--- src/rtl/front_panel_pkg.sv ---
// Shared types and helpers for the front-panel driver: FSM state encoding,
// key indices, word widths and the seven-segment decoder.
package front_panel_pkg;

  typedef enum logic [1:0] {
    IDLE    = 2'd0,
    PULSE   = 2'd1,
    WAIT    = 2'd2,
    CAPTURE = 2'd3
  } state_t;

  localparam int ADDR_W   = 28;
  localparam int ENTRY_W  = 16;
  localparam int DIGITS   = 8;
  localparam int KEY_ACT  = 0;
  localparam int KEY_LOAD = 1;

  // Digit "0", active low, segment order {g,f,e,d,c,b,a}
  localparam logic [6:0] SEG_ZERO_N = 7'b1000000;

  // Hex nibble to active-low seven-segment pattern {g,f,e,d,c,b,a}
  function automatic logic [6:0] hex7_n(input logic [3:0] nibble);
    logic [6:0] seg;
    case (nibble)
      4'h0:    seg = SEG_ZERO_N;
      4'h1:    seg = 7'b1111001;
      4'h2:    seg = 7'b0100100;
      4'h3:    seg = 7'b0110000;
      4'h4:    seg = 7'b0011001;
      4'h5:    seg = 7'b0010010;
      4'h6:    seg = 7'b0000010;
      4'h7:    seg = 7'b1111000;
      4'h8:    seg = 7'b0000000;
      4'h9:    seg = 7'b0010000;
      4'hA:    seg = 7'b0001000;
      4'hB:    seg = 7'b0000011;
      4'hC:    seg = 7'b1000110;
      4'hD:    seg = 7'b0100001;
      4'hE:    seg = 7'b0000110;
      default: seg = 7'b0001110;
    endcase
    return seg;
  endfunction

endpackage

--- src/rtl/user_conduit_front_panel_key_debounce.sv ---
// One pushbutton: 2-FF synchroniser, stability counter and a single-cycle
// press pulse on the debounced released->pressed transition.
module key_debounce #(
  parameter int DEBOUNCE_CYCLES = 500000
) (
  input  logic clk,
  input  logic rst_n,
  input  logic key_n,
  output logic press
);

  localparam int CNT_W = (DEBOUNCE_CYCLES > 1) ? $clog2(DEBOUNCE_CYCLES) : 1;
  localparam logic [CNT_W-1:0] CNT_LAST = CNT_W'(DEBOUNCE_CYCLES - 1);

  logic             sync_p0;
  logic             sync_p1;
  logic             db_n;
  logic [CNT_W-1:0] cnt;

  // Bring the raw button into the clock domain; idle level is released (1)
  always_ff @(posedge clk or negedge rst_n) begin
    if (!rst_n) begin
      sync_p0 <= 1'b1;
      sync_p1 <= 1'b1;
    end else begin
      sync_p0 <= key_n;
      sync_p1 <= sync_p0;
    end
  end

  // Count consecutive cycles that disagree with the debounced level; flip
  // after DEBOUNCE_CYCLES of them and flag a press only on the falling flip
  always_ff @(posedge clk or negedge rst_n) begin
    if (!rst_n) begin
      db_n  <= 1'b1;
      cnt   <= '0;
      press <= 1'b0;
    end else begin
      press <= 1'b0;
      if (sync_p1 == db_n) begin
        cnt <= '0;
      end else if (cnt == CNT_LAST) begin
        db_n  <= sync_p1;
        cnt   <= '0;
        press <= ~sync_p1;
      end else begin
        cnt <= cnt + 1'b1;
      end
    end
  end

endmodule

--- src/rtl/user_conduit_front_panel.sv ---
// Front-panel driver for the user_module conduit: debounced keys build a
// 28-bit address/data word and launch one n_action strobe per press; the
// returned display_data is latched and shown on eight hex digits.
module user_conduit_front_panel
  import front_panel_pkg::*;
#(
  parameter int DEBOUNCE_CYCLES = 500000,
  parameter int PULSE_CYCLES    = 4,
  parameter int WAIT_CYCLES     = 1024
) (
  input  logic                clk_clk,
  input  logic                reset_reset_n,
  input  logic [1:0]          key_n,
  input  logic [17:0]         sw,
  output logic                user_module_conduit_rdwr_cntl,
  output logic                user_module_conduit_n_action,
  output logic                user_module_conduit_add_data_sel,
  output logic [ADDR_W-1:0]   user_module_conduit_rdwr_address,
  input  logic [15:0]         user_module_conduit_debug_flag,
  input  logic [31:0]         user_module_conduit_display_data,
  output logic [7*DIGITS-1:0] hex_n,
  output logic [15:0]         ledr,
  output logic                busy
);

  // One phase counter serves both timed states; it restarts on every entry
  localparam int PHASE_MAX = (PULSE_CYCLES > WAIT_CYCLES) ? PULSE_CYCLES : WAIT_CYCLES;
  localparam int PHASE_W   = (PHASE_MAX > 1) ? $clog2(PHASE_MAX) : 1;
  localparam logic [PHASE_W-1:0] PULSE_LAST = PHASE_W'(PULSE_CYCLES - 1);
  localparam logic [PHASE_W-1:0] WAIT_LAST  = PHASE_W'(WAIT_CYCLES - 1);

  logic [17:0]        sw_p0;
  logic [17:0]        sw_p1;
  logic               press_act;
  logic               press_load;
  state_t             state;
  logic [PHASE_W-1:0] phase;
  logic [31:0]        disp_reg;

  key_debounce #(
    .DEBOUNCE_CYCLES(DEBOUNCE_CYCLES)
  ) u_key_act (
    .clk   (clk_clk),
    .rst_n (reset_reset_n),
    .key_n (key_n[KEY_ACT]),
    .press (press_act)
  );

  key_debounce #(
    .DEBOUNCE_CYCLES(DEBOUNCE_CYCLES)
  ) u_key_load (
    .clk   (clk_clk),
    .rst_n (reset_reset_n),
    .key_n (key_n[KEY_LOAD]),
    .press (press_load)
  );

  // Two-stage synchroniser for the slide switches
  always_ff @(posedge clk_clk or negedge reset_reset_n) begin
    if (!reset_reset_n) begin
      sw_p0 <= '0;
      sw_p1 <= '0;
    end else begin
      sw_p0 <= sw;
      sw_p1 <= sw_p0;
    end
  end

  // Transaction FSM; mode bits and the word only move while IDLE, so a
  // load and a start on the same edge send the freshly loaded word
  always_ff @(posedge clk_clk or negedge reset_reset_n) begin
    if (!reset_reset_n) begin
      state                            <= IDLE;
      phase                            <= '0;
      busy                             <= 1'b0;
      user_module_conduit_n_action     <= 1'b1;
      user_module_conduit_rdwr_cntl    <= 1'b0;
      user_module_conduit_add_data_sel <= 1'b0;
      user_module_conduit_rdwr_address <= '0;
      disp_reg                         <= '0;
    end else begin
      case (state)
        IDLE: begin
          user_module_conduit_rdwr_cntl    <= sw_p1[17];
          user_module_conduit_add_data_sel <= sw_p1[16];
          if (press_load) begin
            user_module_conduit_rdwr_address <=
              {user_module_conduit_rdwr_address[ADDR_W-ENTRY_W-1:0], sw_p1[ENTRY_W-1:0]};
          end
          if (press_act) begin
            state                        <= PULSE;
            phase                        <= '0;
            busy                         <= 1'b1;
            user_module_conduit_n_action <= 1'b0;
          end
        end
        PULSE: begin
          if (phase == PULSE_LAST) begin
            state                        <= WAIT;
            phase                        <= '0;
            user_module_conduit_n_action <= 1'b1;
          end else begin
            phase <= phase + 1'b1;
          end
        end
        WAIT: begin
          if (phase == WAIT_LAST) begin
            state <= CAPTURE;
            phase <= '0;
          end else begin
            phase <= phase + 1'b1;
          end
        end
        CAPTURE: begin
          disp_reg <= user_module_conduit_display_data;
          state    <= IDLE;
          phase    <= '0;
          busy     <= 1'b0;
        end
        default: begin
          state                        <= IDLE;
          phase                        <= '0;
          busy                         <= 1'b0;
          user_module_conduit_n_action <= 1'b1;
        end
      endcase
    end
  end

  // Status LEDs mirror the user module's debug flags one cycle late
  always_ff @(posedge clk_clk or negedge reset_reset_n) begin
    if (!reset_reset_n) begin
      ledr <= '0;
    end else begin
      ledr <= user_module_conduit_debug_flag;
    end
  end

  // Each digit decodes its own nibble of the captured result
  always_comb begin
    hex_n = '1;
    for (int i = 0; i < DIGITS; i++) begin
      hex_n[7*i +: 7] = hex7_n(disp_reg[4*i +: 4]);
    end
  end

endmodule

--- config.mk ---
export PLATFORM = sky130hd
export DESIGN_NAME = user_conduit_front_panel
export DESIGN_NICKNAME = d
export VERILOG_FILES = /design/src/rtl/front_panel_pkg.sv /design/src/rtl/user_conduit_front_panel_key_debounce.sv /design/src/rtl/user_conduit_front_panel.sv
export SDC_FILE = /design/constraint.sdc
export NUM_CORES = 1
export LEC_CHECK = 0
export BUFFER_PORTS_ARGS = -buffer_cell sky130_fd_sc_hd__buf_2
export CAP_MARGIN = 20
export CELL_PAD_IN_SITES_DETAIL_PLACEMENT = 0
export CELL_PAD_IN_SITES_GLOBAL_PLACEMENT = 2
export CORE_MARGIN = 3
export CORE_UTILIZATION = 35
export DETAILED_ROUTE_END_ITERATION = 8
export PLACE_DENSITY = 0.82
export SYNTH_ARGS = -nofsm -noshare
export SYNTH_HDL_FRONTEND = slang
export SYNTH_SLANG_ARGS = --single-unit
export TNS_END_PERCENT = 50
--- constraint.sdc ---
create_clock -name clk_clk -period 2.2 [get_ports clk_clk]
set_input_delay 0.44 -clock clk_clk [delete_from_list [all_inputs] [get_ports clk_clk]]
set_output_delay 0.44 -clock clk_clk [all_outputs]
set_load 0.01 [all_outputs]
---- After elaboration in Yosys (flattened, before gate mapping) ----
Memories as Yosys holds them, arrays and structs flattened.
Cells that the tools add are included.
operators by class
  add/subtract/negate cells ............... 3
  multipliers ............................. 0
  div/mod/pow operators ................... 0
  order comparisons ....................... 0
  equality and inequality tests ........... 12
  shift-type cells ........................ 0
  multiplexer cells ....................... 21
  bitwise gates (word level) .............. 4
  reductions and logical operators ........ 9
operators with widths
  cell                                                                    count
  19-bit two-way mux                                                      4
  10-bit one-hot mux with 4 select lines                                  1
  19-bit by 1-bit adder with 19-bit output, second input constant         2
  19-bit equality test, second input constant                             2
  10-bit two-way mux                                                      3
  10-bit by 1-bit adder with 10-bit output, second input constant         1
  10-bit equality test, second input constant                             1
  10-bit by 2-bit equality test with 1-bit output, second input constant  1
  2-bit one-hot mux with 4 select lines                                   1
  2-bit AND reduction                                                     4
  1-bit two-way mux                                                       7
  2-bit two-way mux                                                       3
  3-bit AND reduction                                                     2
  2-bit equality test, second input constant                              2
  2-bit != test, second input constant                                    2
  1-bit inverter                                                          4
  1-bit one-hot mux with 2 select lines                                   2
  2-bit nonzero test                                                      2
  1-bit equality test                                                     2
  2-bit by 1-bit equality test with 1-bit output, second input constant   1
  2-bit logical NOT                                                       1
  2-bit by 1-bit != test with 1-bit output, second input constant         1
storage, ports and cells
  register bits after elaboration ......... 174
  latch bits .............................. 0
  memory bits (writable) .................. 0
  ROM bits ................................ 896
  bits of input ports ..................... 70
  output and inout bits ................... 104
  logic and storage cells ................. 78
  memories ................................ 8
memories
  name             words  width  read ports  clocked after Yosys merged registers in  wr ports  line                   text
  (no name shown)  16     7      1           0                                        0         front_panel_pkg.sv:24  case (nibble)
  (no name shown)  16     7      1           0                                        0         front_panel_pkg.sv:24
  (no name shown)  16     7      1           0                                        0         front_panel_pkg.sv:24
  (no name shown)  16     7      1           0                                        0         front_panel_pkg.sv:24
  (no name shown)  16     7      1           0                                        0         front_panel_pkg.sv:24
  (no name shown)  16     7      1           0                                        0         front_panel_pkg.sv:24
  +2 memories      n/a    n/a    n/a         n/a                                      n/a       n/a

---- Depth between registers and ports, before layout ----
Gate-level depths: netlist (run 1).
  depth in word-level cells ............... 3
  depth in mapped cells ................... 9
  gate-level depth less buffers ........... 6

---- Modules after synthesis ----
Synthesis (run 1) repeated with hierarchy kept, for this count alone.
second synthesis, totals
  cell total of the unflattened synthesis .. 767
  area, all modules ....................... 8599.5 µm²
by module, submodules not included
  module                    times used  cells an instance  area each (µm²)
  user_conduit_front_panel  1           547                6354.8
  key_debounce              2           110                1122.3

---- Worst setup path before layout (run 1) ----
OpenSTA, ideal clock, no wires.
  path type ............................... register -> register
  from .................................... register u_key_load.cnt[0]
  to ...................................... register u_key_load.cnt[16]
  setup time .............................. 0.078 ns
  arrival ................................. 1.876 ns
  required time ........................... 2.122 ns
  setup slack ............................. 0.246 ns
  cell stages (with the launch flop) ...... 6
  cells stage by stage .................... dfrtp_1 > ha_1 > nand4_2 > or4_1 > or3_1 > a21oi_1
on the way
  longest elaborated chain between the ends .. 3
ends and longest elaborated chain
  item                                                                                     line                                                                                      text
  start, declared                                                                          user_conduit_front_panel_key_debounce.sv:18                                               logic [CNT_W-1:0] cnt;
  start signal, assigned                                                                   user_conduit_front_panel_key_debounce.sv:47                                               cnt <= cnt + 1'b1;
  19-bit by 1-bit adder with 19-bit output / 19-bit equality test (equally long branches)  user_conduit_front_panel_key_debounce.sv:47, user_conduit_front_panel_key_debounce.sv:42
  19-bit two-way mux *                                                                     user_conduit_front_panel_key_debounce.sv:42                                               end else if (cnt == CNT_LAST) begin
  19-bit two-way mux *                                                                     user_conduit_front_panel_key_debounce.sv:40                                               if (sync_p1 == db_n) begin
Mark *: on every way between the ends. The rest lies on a longest branch, timed or not.
A chain may end at the register's enable or synchronous reset.

---- Worst setup path after layout (run 1) ----
  from .................................... register disp_reg[24]
  to ...................................... output hex_n[45]
on the way
  longest elaborated chain between the ends .. 1
ends and longest elaborated chain
  item                    line                             text
  start, declared         user_conduit_front_panel.sv:38   logic [31:0] disp_reg;
  start signal, assigned  user_conduit_front_panel.sv:115  disp_reg <= user_module_conduit_display_data;
  memory 16 x 7 bit       n/a
  end, declared           user_conduit_front_panel.sv:21   output logic [7*DIGITS-1:0] hex_n,
No other way between the ends.

==> results.toml, run 1 <==
[clock_tree]
htreeDepth = 4
cts_buffers = 17
cts.root.buffer_cell = "clkbuf_16"
cts_tree = "built"
ctsLongestPathBuffers = 2
path_clk_slew_ns = 0.07
clkLatencyLatePin_ns = 0.43
clock-sinks = 174

[critical_path]
cp_data_arrival_time_ns = 1.83
worst-path-max-fanout = 4
timing_worst_setup_path_type = "flip-flop to output port"
setup.worst_path.start_class = "flip-flop"
worst_ep_required_time_ns = 1.76
end_kind = "output port"

[synthesis]
yosys.area.top_type_share_pct = 49.2
dominantRegCellSynth = "dfrtp_1"
netlist.top_cell.by_area = "dfrtp_1"
yosys_warnings = 0
ys_top_cells_by_area = "dfrtp_1 (49%), ha_1 (8.1%), mux2_2 (6.8%)"
synth-edff-count = 0
yosys_register_bits = 174
synth-async-reset-ratio_pct = 100
synthesized_instance_count = 767
synth_nets = 892
synth_cell_area_um2 = 8490
synth_sequential_area_ratio_pct = 51.4
syn_area_per_cell_um2 = 11.1
synth.distinct_cells = 48

[drt]
violation_count_after_the_first_detailed_route_iteration = 380
num_vias = 6528
antenna_violating_nets_left = 0
avgRoutedWirePerCell_um = 15.0
detail_route.vias_per_cell = 4.86
firstDrtPassIters = 5
remaining_drc_errors = 0
drt_wl_total_um = 20200

[global_routing]
grt_usage_pct = 15.4
gr-max-usage-layer = "met2"
grt_overflow_total = 0
gr-usage-met1_pct = 19.8
first_global_vias = 6669
grtUsageMet2_pct = 26.3
initial_antenna_violation_count = 1
maximum_number_of_pins_on_one_net_before_global_route_repair = 52
use_met3_pct = 3.67
global_route_wire_length_before_repair_um = 33200

[sta]
worst_hold_slack_ns = 0.101
finalSetupViolations = 10
timing.slew.headroom_pct = 67.9
final.setup_skew_ns = 0.0231
worst_slew_pin_slew_ns = 0.481
layout_min_cycle_time_ns = 2.27
max_freq_mhz = 440
maxSlewViolCount = 0
rsz0062_at_grt = "true"
layout_setup_ws_ns = -0.0707
totalNegativeSetupSlack_ns = -0.370
period_share_pct = 103
timing_hold_violations_final = 0

[cells_and_area]
final_layout_size_suffix_gt1_share_pct = 43.8
layout.filler_cells = 2182
nets = 1134
largest_reg_flops = 32
layout-area-overhead-vs-synth_pct = 35.0

[placed_design]
place_worst_setup_slack_ns = 0.151
gpl.final_weighted_congestion = 0.775
detailedPlacementHpwl_um = 13800
buffer_ports.inserted = 173

[power]
power-per-cell-area_nw_per_um2 = 557
vdd_drop_max_v = 0.000455
static_leakage_nw = 5.09

[floorplanning]
floorplan.initialDensity_pct = 35.8
io-pin-count = 174
site_rows = 56
placeableCoreArea_um2 = 23700
fp.dieArea_um2 = 26200
die_width_um = 162
die-height_um = 162

[outcome]
outcome = "finished, violations left"
failed_checks = "setup timing"

[flow_run]
max-cap-violations = 0

[hold_path]
holdCritPathClass = "input pin to flip-flop"
-- routing by layer --
layer / up-vias / routed length [um] / share of wire [%]
li1: 3184 / - / -
met1: 3167 / 9150 / 45
met2: 163 / 9850 / 49
met3: 14 / 988 / 4.9
met4: 0 / 191 / 0.95
met5: - / 0 / 0
-- power breakdown --
group	switching [mW]	leakage, nW	internal, mW
Clock	1.36	0.274	1.53
Sequential	0.0244	2.17	3.26
Combinational	0.120	2.65	0.0839
Total	1.51	5.09	4.87
-- cells in the mapped netlist (3+ instances only) --
cell type,number
xnor2_1,19
nand3_1,19
or2_2,3
o31ai_1,6
mux2i_1,27
a22o_1,13
a21oi_1,26
o22ai_1,8
clkbuf_1,23
mux4_2,8
dfstp_2,7
or4_1,6
a32o_1,5
buf_1,4
nor2b_1,13
dfrtp_1,167
inv_1,39
nand4_1,8
ha_1,55
nand2_1,55
or3b_2,5
nand2b_1,9
o211ai_1,5
mux2_2,51
nor3_1,12
nor4_1,11
nor2_1,68
or3_1,12
xor2_1,6
o21ai_0,50
-- timing repair --
| item | 4_1_cts | 5_1_grt |
|---|---|---|
| setup endpoints to repair | 31 | 33 |
| buffers inserted | 41 | 10 |
| resized for setup | 120 | 33 |
| endpoints found under the hold margin | 43 | 0 |
| pin swaps | 13 | 15 |
| hold buffers | 1 | 0 |
-- worst paths after layout --
| check | from | to | slack, ns | cells past startpoint |
|---|---|---|---|---|
| max in group asynchronous | reset_reset_n | disp_reg[7] | 1.01 | 3 |
| setup / recovery | disp_reg[24] | hex_n[45] | -0.07 | 5 |
| min in group asynchronous | reset_reset_n | ledr[9] | 0.52 | 2 |
| hold / removal | key_n[0] | u_key_act.sync_p0 | 0.10 | 1 |
| hold reg to reg | sw_p0[14] | sw_p1[14] | 0.35 | 0 |
| setup reg to reg | u_key_load.cnt[0] | u_key_load.cnt[16] | 0.18 | 5 |
-- cell type report --
| class | instances | area, um2 | area share (%) |
|---|---|---|---|
| Tap cell | 319 | 399 | 3.48 |
| Clock buffer | 19 | 443 | 3.87 |
| Multi-Input combinational cell | 524 | 4290 | 37.4 |
| Inverter | 41 | 181 | 1.58 |
| Sequential cell | 174 | 4380 | 38.2 |
| Antenna cell | 1 | 2.50 | 0.0218 |
| Timing Repair Buffer | 251 | 1640 | 14.3 |
| Clock inverter | 13 | 123 | 1.07 |
-- metrics by stage --
step	power (mW)	instances	cell area, um2	util (%)
2_1_floorplan	3.38	767	8490	-
3_3_place_gp	3.56	1257	9910	41.9
3_5_place_dp	3.56	1257	9910	41.9
4_1_cts	6.51	1331	11300	47.5
5_1_grt	6.65	1342	11500	48.4
6_report	6.38	1342	11500	48.4
-- cell families (layout without fill, tap and decap cells) --
family,after synthesis,after routing,synth area share [%]
AOI/OAI and AO/OA,124,124,9.01
xor gates and xnor gates,25,25,2.58
adders and majority gates,55,55,8.11
buffers and inverters,69,324,3.07
DFF,174,174,51.4
muxes,86,86,12.1
other,0,1,0
and+or+nand+nor,234,234,13.8
-- worst max-delay path, stage by stage (launching register included) --
cell and delay (ns):
dfrtp_2 0.44, inv_4 0.07, ha_4 0.26, inv_2 0.03, mux4_2 0.46, buf_6 0.14
-- cells in the final DEF, fill, tap and decap left out, drive strengths merged, types with 7 or more instances in the layout --
cell,synthesis,routed
buf,5,250
dfrtp,167,167
nor2,68,68
nand2,55,55
ha,55,55
o21ai,52,52
mux2,51,51
inv,39,47
mux2i,27,27
a21oi,26,26
nand3,19,19
xnor2,19,19
clkbuf,23,19
a22o,13,13
nor2b,13,13
or3,12,12
nor3,12,12
nor4,11,11
nand4,10,10
nand2b,9,9
mux4,8,8
o22ai,8,8
dfstp,7,7
o31ai,7,7
Note: power is estimated with default switching activity, not from simulation.
==> run 2: changes to the inputs <==
--- a/config.mk
+++ b/config.mk
@@ -10,9 +10,10 @@
 export CELL_PAD_IN_SITES_DETAIL_PLACEMENT = 0
 export CELL_PAD_IN_SITES_GLOBAL_PLACEMENT = 2
 export CORE_MARGIN = 3
-export CORE_UTILIZATION = 35
+export CORE_UTILIZATION = 37
+export CTS_BUF_LIST = sky130_fd_sc_hd__clkbuf_4
 export DETAILED_ROUTE_END_ITERATION = 8
-export PLACE_DENSITY = 0.82
+export PLACE_DENSITY = 0.86
 export SYNTH_ARGS = -nofsm -noshare
 export SYNTH_HDL_FRONTEND = slang
 export SYNTH_SLANG_ARGS = --single-unit
==> run 2 against run 1 <==
The run still ends with setup timing left. First-iteration DRC count fell by 10%. Utilization rose by 4.8 points. Die area fell by 5.2%. Setup slack got worse by 0.16 ns. Global-route usage rose by 1.2 points. Maximum frequency fell by 6.6%. Critical path depth fell by 1. Design area rose by 2.8%. Critical endpoint is now hex_n[10]. Largest power group unchanged.
==> results.toml, run 2 (same netlist as run 1, synthesis figures left out) <==
[outcome]
outcome = "finished, violations left"
failed_checks = "setup timing"

[power]
static_leakage_nw = 5.24
power-per-cell-area_nw_per_um2 = 463
clock_power_share_pct = 35.0
netSwitchingPower_mw = 1.42
report.power.total_mw = 5.45
vdd_drop_max_v = 0.000329
p_seq_share_pct = 60.3
intPower_mw = 4.03
power.switching_fraction_pct = 26.1
pwr-share-comb_pct = 4.6

[critical_path]
worst_ep_required_time_ns = 1.76
setup.worst_path.start_class = "flip-flop"
timing_worst_setup_path_type = "flip-flop to output port"
end_kind = "output port"
cp_data_arrival_time_ns = 1.99
worst-path-max-fanout = 5

[drt]
violation_count_after_the_first_detailed_route_iteration = 341
met1Wirelength_um = 9680
drt_wl_total_um = 20400
num_vias = 6641
detail_route.vias_per_cell = 4.97
top_layer = "met4"
antenna_violating_nets_left = 0
dr_wl_met2_um = 9650
firstDrtPassIters = 4
remaining_drc_errors = 0
met3RoutedLength_um = 989
avgRoutedWirePerCell_um = 15.3

[global_routing]
grt_overflow_total = 0
first_global_vias = 6660
initial_antenna_violation_count = 0
global_route_wire_length_before_repair_um = 33600
maximum_number_of_pins_on_one_net_before_global_route_repair = 60
grt_usage_pct = 16.6

[floorplanning]
floorplan.initialDensity_pct = 38.3
io-pin-count = 174
placeableCoreArea_um2 = 22200
die_width_um = 157
fp.dieArea_um2 = 24800
site_rows = 54
die-height_um = 157

[cells_and_area]
final_layout_size_suffix_gt1_share_pct = 44.2
layout-area-overhead-vs-synth_pct = 38.7
layout.cells.most_common = "buf_2"
multi_input_combinational_cell_area_um2 = 4490
highest_count_cells_in_the_layout_ignoring_fill_and_taps = "buf_2 (158), dfrtp_1 (155), nor2_1 (63)"
regArea_um2 = 4380
largest_reg_flops = 32
nets = 1169
fin_cells = 1337
finish.instance_area_um2 = 11800
layout.filler_cells = 1918
postLayoutCoreUtil_pct = 53.1
insertedDiodeCount = 0

[sta]
maxSlewViolCount = 0
layout_setup_ws_ns = -0.232
totalNegativeSetupSlack_ns = -4.98
final.setup_skew_ns = 0.0239
worst_slew_pin_slew_ns = 0.427
finalSetupViolations = 48
timing.slew.headroom_pct = 71.3
rsz0062_at_grt = "true"
max_freq_mhz = 411
layout_min_cycle_time_ns = 2.43
timing_hold_violations_final = 0
period_share_pct = 111

[placed_design]
post_dp_cell_area_um2 = 9820
gpl.final_weighted_congestion = 0.849
buffer_ports.inserted = 173
dp.cells = 1215
detailedPlacementHpwl_um = 13700

[flow_run]
max-cap-violations = 0

[clock_tree]
clock-sinks = 174
cts_buffers = 17
ctsLongestPathBuffers = 2
path_clk_slew_ns = 0.16
cts.root.buffer_cell = "clkbuf_4"
cts_tree = "built"
htreeDepth = 4
clkLatencyLatePin_ns = 0.57

[hold_path]
holdCritPathClass = "input pin to flip-flop"
## run 2: worst paths after layout
check,from,endpoint,slack (ns),depth (start not counted)
max,disp_reg[4],hex_n[10],-0.23,4
min,user_module_conduit_display_data[0],disp_reg[0],0.07,3
max reg2reg,u_key_act.cnt[7],u_key_act.cnt[17],0.16,4
min reg2reg,sw_p0[5],sw_p1[5],0.37,0
max in group asynchronous,reset_reset_n,u_key_load.sync_p1,1.14,3
min in group asynchronous,reset_reset_n,ledr[9],0.34,2
## run 2: worst max-delay path, cell delays in order (launching register included)
cell and delay (ns):
dfrtp_1 0.44, buf_4 0.16, ha_2 0.22, mux4_2 0.48, buf_6 0.14
## run 2: layout make-up
cell class | instances | share of cell area [%]
multi-input cells | 524 | 38.1
flip-flops and latches | 174 | 37.2
repair buffers | 286 | 17.6
well taps | 280 | 2.97
inverters | 41 | 1.54
clock inverters | 14 | 1.47
clock buffers | 18 | 1.15
## run 2: power groups by stage
stage,sequential (mW),combinational (mW),clock [mW]
after floorplan,3.35,0.0279,0
after global placement,3.35,0.208,0
after detailed placement,3.35,0.208,0
after CTS,3.29,0.261,2.00
after global routing,3.30,0.287,2.13
final,3.29,0.253,1.91
## run 2: repair_timing
action | CTS | global route
pin swaps | 30 | 19
endpoints found under the setup margin | 56 | 56
buffers inserted | 41 | 12
hold endpoints to repair | 74 | 0
hold buffers | 37 | 0
resized for setup | 152 | 64
## run 2: per-stage QoR
stage / setup WS (ns) / hold WS, ns
after floorplan: 0.246 / 0.144
after global placement: 0.211 / 0.331
after detailed placement: 0.168 / 0.336
after CTS: -0.277 / 0.0175
after global routing: -0.371 / 0.00815
final: -0.232 / 0.0690
## run 2: layer usage
layer,vias up,global-route usage [%]
li1,3268,-
met1,3213,22.8
met2,151,27.0
met3,9,4.34
met4,0,2.64
met5,-,0
==> run 3: changes to the inputs <==
--- a/config.mk
+++ b/config.mk
@@ -16,5 +16,6 @@
 export PLACE_DENSITY = 0.86
 export SYNTH_ARGS = -nofsm -noshare
 export SYNTH_HDL_FRONTEND = slang
+export SYNTH_HIERARCHICAL = 1
 export SYNTH_SLANG_ARGS = --single-unit
 export TNS_END_PERCENT = 50
==> run 3 against run 2 <==
The run still ends with setup timing left. Global-route usage increased by 0.28 points. Largest power group unchanged. Clock power increased by 6%. Utilization decreased by 0.15 points.
==> results.toml, run 3 <==
[outcome]
outcome = "finished, violations left"
failed_checks = "setup timing"

[clock_tree]
clkLatencyLatePin_ns = 0.56
path_clk_slew_ns = 0.16
cts_tree = "built"
cts.root.buffer_cell = "clkbuf_4"
ctsLongestPathBuffers = 2
cts_buffers = 17
htreeDepth = 4
clock-sinks = 174

[synthesis]
synth_commonest_cells = "dfrtp_1 (167), nor2_1 (78), ha_1 (55), nand2_1 (54), mux2_2 (51)"
yosys.area.top_type_share_pct = 48.6
dominantRegCellSynth = "dfrtp_1"
synth_nets = 892
synth_sequential_area_ratio_pct = 50.7
synthesized_instance_count = 767
netlist.top_cell.by_area = "dfrtp_1"
syn_area_per_cell_um2 = 11.2
synth_cell_area_um2 = 8600
yosys_register_bits = 174
synth-edff-count = 0
yosys_warnings = 6
synth.distinct_cells = 55
synth-async-reset-ratio_pct = 100
yosys.cell_count.top_type = "dfrtp_1"
ys_top_cells_by_area = "dfrtp_1 (49%), ha_1 (8.0%), mux2_2 (6.7%)"

[drt]
violation_count_after_the_first_detailed_route_iteration = 337
remaining_drc_errors = 0
detail_route.vias_per_cell = 4.98
antenna_violating_nets_left = 0
drt_wl_total_um = 21100
firstDrtPassIters = 4
num_vias = 6722
avgRoutedWirePerCell_um = 15.6

[hold_path]
holdCritPathClass = "input pin to flip-flop"

[global_routing]
global_route_wire_length_before_repair_um = 34200
grt_usage_pct = 16.9
maximum_number_of_pins_on_one_net_before_global_route_repair = 52
grt_overflow_total = 0
first_global_vias = 6765
initial_antenna_violation_count = 2

[cells_and_area]
layout.filler_cells = 1994
regArea_um2 = 4380
largest_reg_flops = 32
multi_input_combinational_cell_area_um2 = 4620
final_layout_size_suffix_gt1_share_pct = 47.2
highest_count_cells_in_the_layout_ignoring_fill_and_taps = "buf_2 (157), dfrtp_1 (153), nor2_1 (67)"
layout.cells.most_common = "buf_2"
finish.instance_area_um2 = 12000
nets = 1174
layout-area-overhead-vs-synth_pct = 39.9

[sta]
worst_slew_pin_slew_ns = 0.465
maxSlewViolCount = 0
layout_min_cycle_time_ns = 2.50
final.setup_skew_ns = 0.0270
max_freq_mhz = 401
timing.slew.headroom_pct = 69.0
layout_setup_ws_ns = -0.295
finalSetupViolations = 44
timing_hold_violations_final = 0
period_share_pct = 113
rsz0062_at_grt = "true"
worst_hold_slack_ns = 0.0918

[floorplanning]
fp.dieArea_um2 = 25100
die-height_um = 158
site_rows = 55
io-pin-count = 174
die_width_um = 158
floorplan.initialDensity_pct = 37.9
placeableCoreArea_um2 = 22700

[placed_design]
post_dp_cell_area_um2 = 9960
detailedPlacementHpwl_um = 13900
buffer_ports.inserted = 173
place_worst_setup_slack_ns = 0.159
gpl.final_weighted_congestion = 0.785

[power]
vdd_drop_max_v = 0.000295
pwr-share-comb_pct = 4.7
power.switching_fraction_pct = 25.8
static_leakage_nw = 5.34
report.power.total_mw = 5.57
intPower_mw = 4.13
netSwitchingPower_mw = 1.44
p_seq_share_pct = 59.1
power-per-cell-area_nw_per_um2 = 463
clock_power_share_pct = 36.3

[critical_path]
end_kind = "output port"
setup.worst_path.start_class = "flip-flop"
cp_data_arrival_time_ns = 2.06
timing_worst_setup_path_type = "flip-flop to output port"
worst-path-max-fanout = 5
worst_ep_required_time_ns = 1.76

[flow_run]
max-cap-violations = 0
-- run 3: cell types whose count changed after synthesis, sizes merged, moves of 5 or more --
| cell | previous run | this run |
|---|---|---|
| nand4 | 10 | 23 |
| nor4b | 1 | 6 |
| o21ai | 52 | 40 |
| nor2 | 68 | 78 |
| inv | 39 | 34 |
| xnor2 | 19 | 24 |
| a21oi | 26 | 16 |
| or3 | 12 | 4 |
| a31oi | 2 | 7 |
-- run 3: per-stage QoR --
stage	TNS, ns	util, %	std cells
2_1_floorplan	0	-	767
3_3_place_gp	0	43.9	1222
3_5_place_dp	0	43.9	1222
4_1_cts	-7.61	51.2	1336
5_1_grt	-12.26	53.0	1349
6_report	-5.84	53.0	1349
-- run 3: metal layers --
metal  track usage [%]  wire [um]
met1              21.8       9390
met5                 0          0
met2              29.2      10700
met4              4.18        243
met3              3.21        793
-- run 3: logic make-up after synthesis --
kind of cell / count (synthesis) / synth area share (%)
multiplexers: 85 / 11.8
adder cells (fa/ha/maj): 55 / 8.00
XOR/XNOR: 32 / 3.26
buffers and inverters: 67 / 3.08
AND/OR/NAND/NOR: 246 / 14.5
flip-flops: 174 / 50.7
AO/OA/AOI/OAI: 108 / 8.58
-- run 3: repair_timing --
item | CTS | global route
hold endpoints to repair | 73 | 0
hold buffers | 37 | 0
resized for setup | 156 | 77
buffers inserted | 45 | 13
endpoints found under the setup margin | 56 | 56
pin swaps | 28 | 18
-- run 3: final timing paths --
path | cells past startpoint | slack [ns] | end | startpoint
worst max register to register | 6 | 0.23 | state[1] | state[1]
worst min-delay path | 3 | 0.09 | disp_reg[2] | user_module_conduit_display_data[2]
max in group asynchronous | 3 | 1.17 | user_module_conduit_n_action | reset_reset_n
worst max-delay path | 5 | -0.30 | hex_n[31] | disp_reg[16]
worst min register to register | 0 | 0.36 | sw_p1[3] | sw_p0[3]
min in group asynchronous | 2 | 0.36 | sw_p0[17] | reset_reset_n
-- run 3: cell type report --
| cell class | instances | area share, % |
|---|---|---|
| multi-input combinational | 526 | 38.4 |
| sequential | 174 | 36.4 |
| timing repair buffer | 295 | 18.1 |
| tap | 285 | 2.96 |
| clock inverter | 15 | 1.61 |
| inverter | 35 | 1.40 |
| clock buffer | 17 | 1.06 |
| antenna | 2 | 0.0416 |
-- run 3: power by group through the flow --
stage	combinational, mW	sequential (mW)	clock [mW]
finish	0.260	3.29	2.02
global route	0.293	3.30	2.24
CTS	0.267	3.29	2.13
detailed placement	0.215	3.35	0
global placement	0.212	3.35	0
floorplan	0.0330	3.35	0
-- run 3: critical path, stage by stage, from the launching register on --
cell and delay (ns):
dfrtp_2 0.46, clkinv_4 0.11, ha_4 0.27, inv_2 0.04, mux4_2 0.49, buf_6 0.15
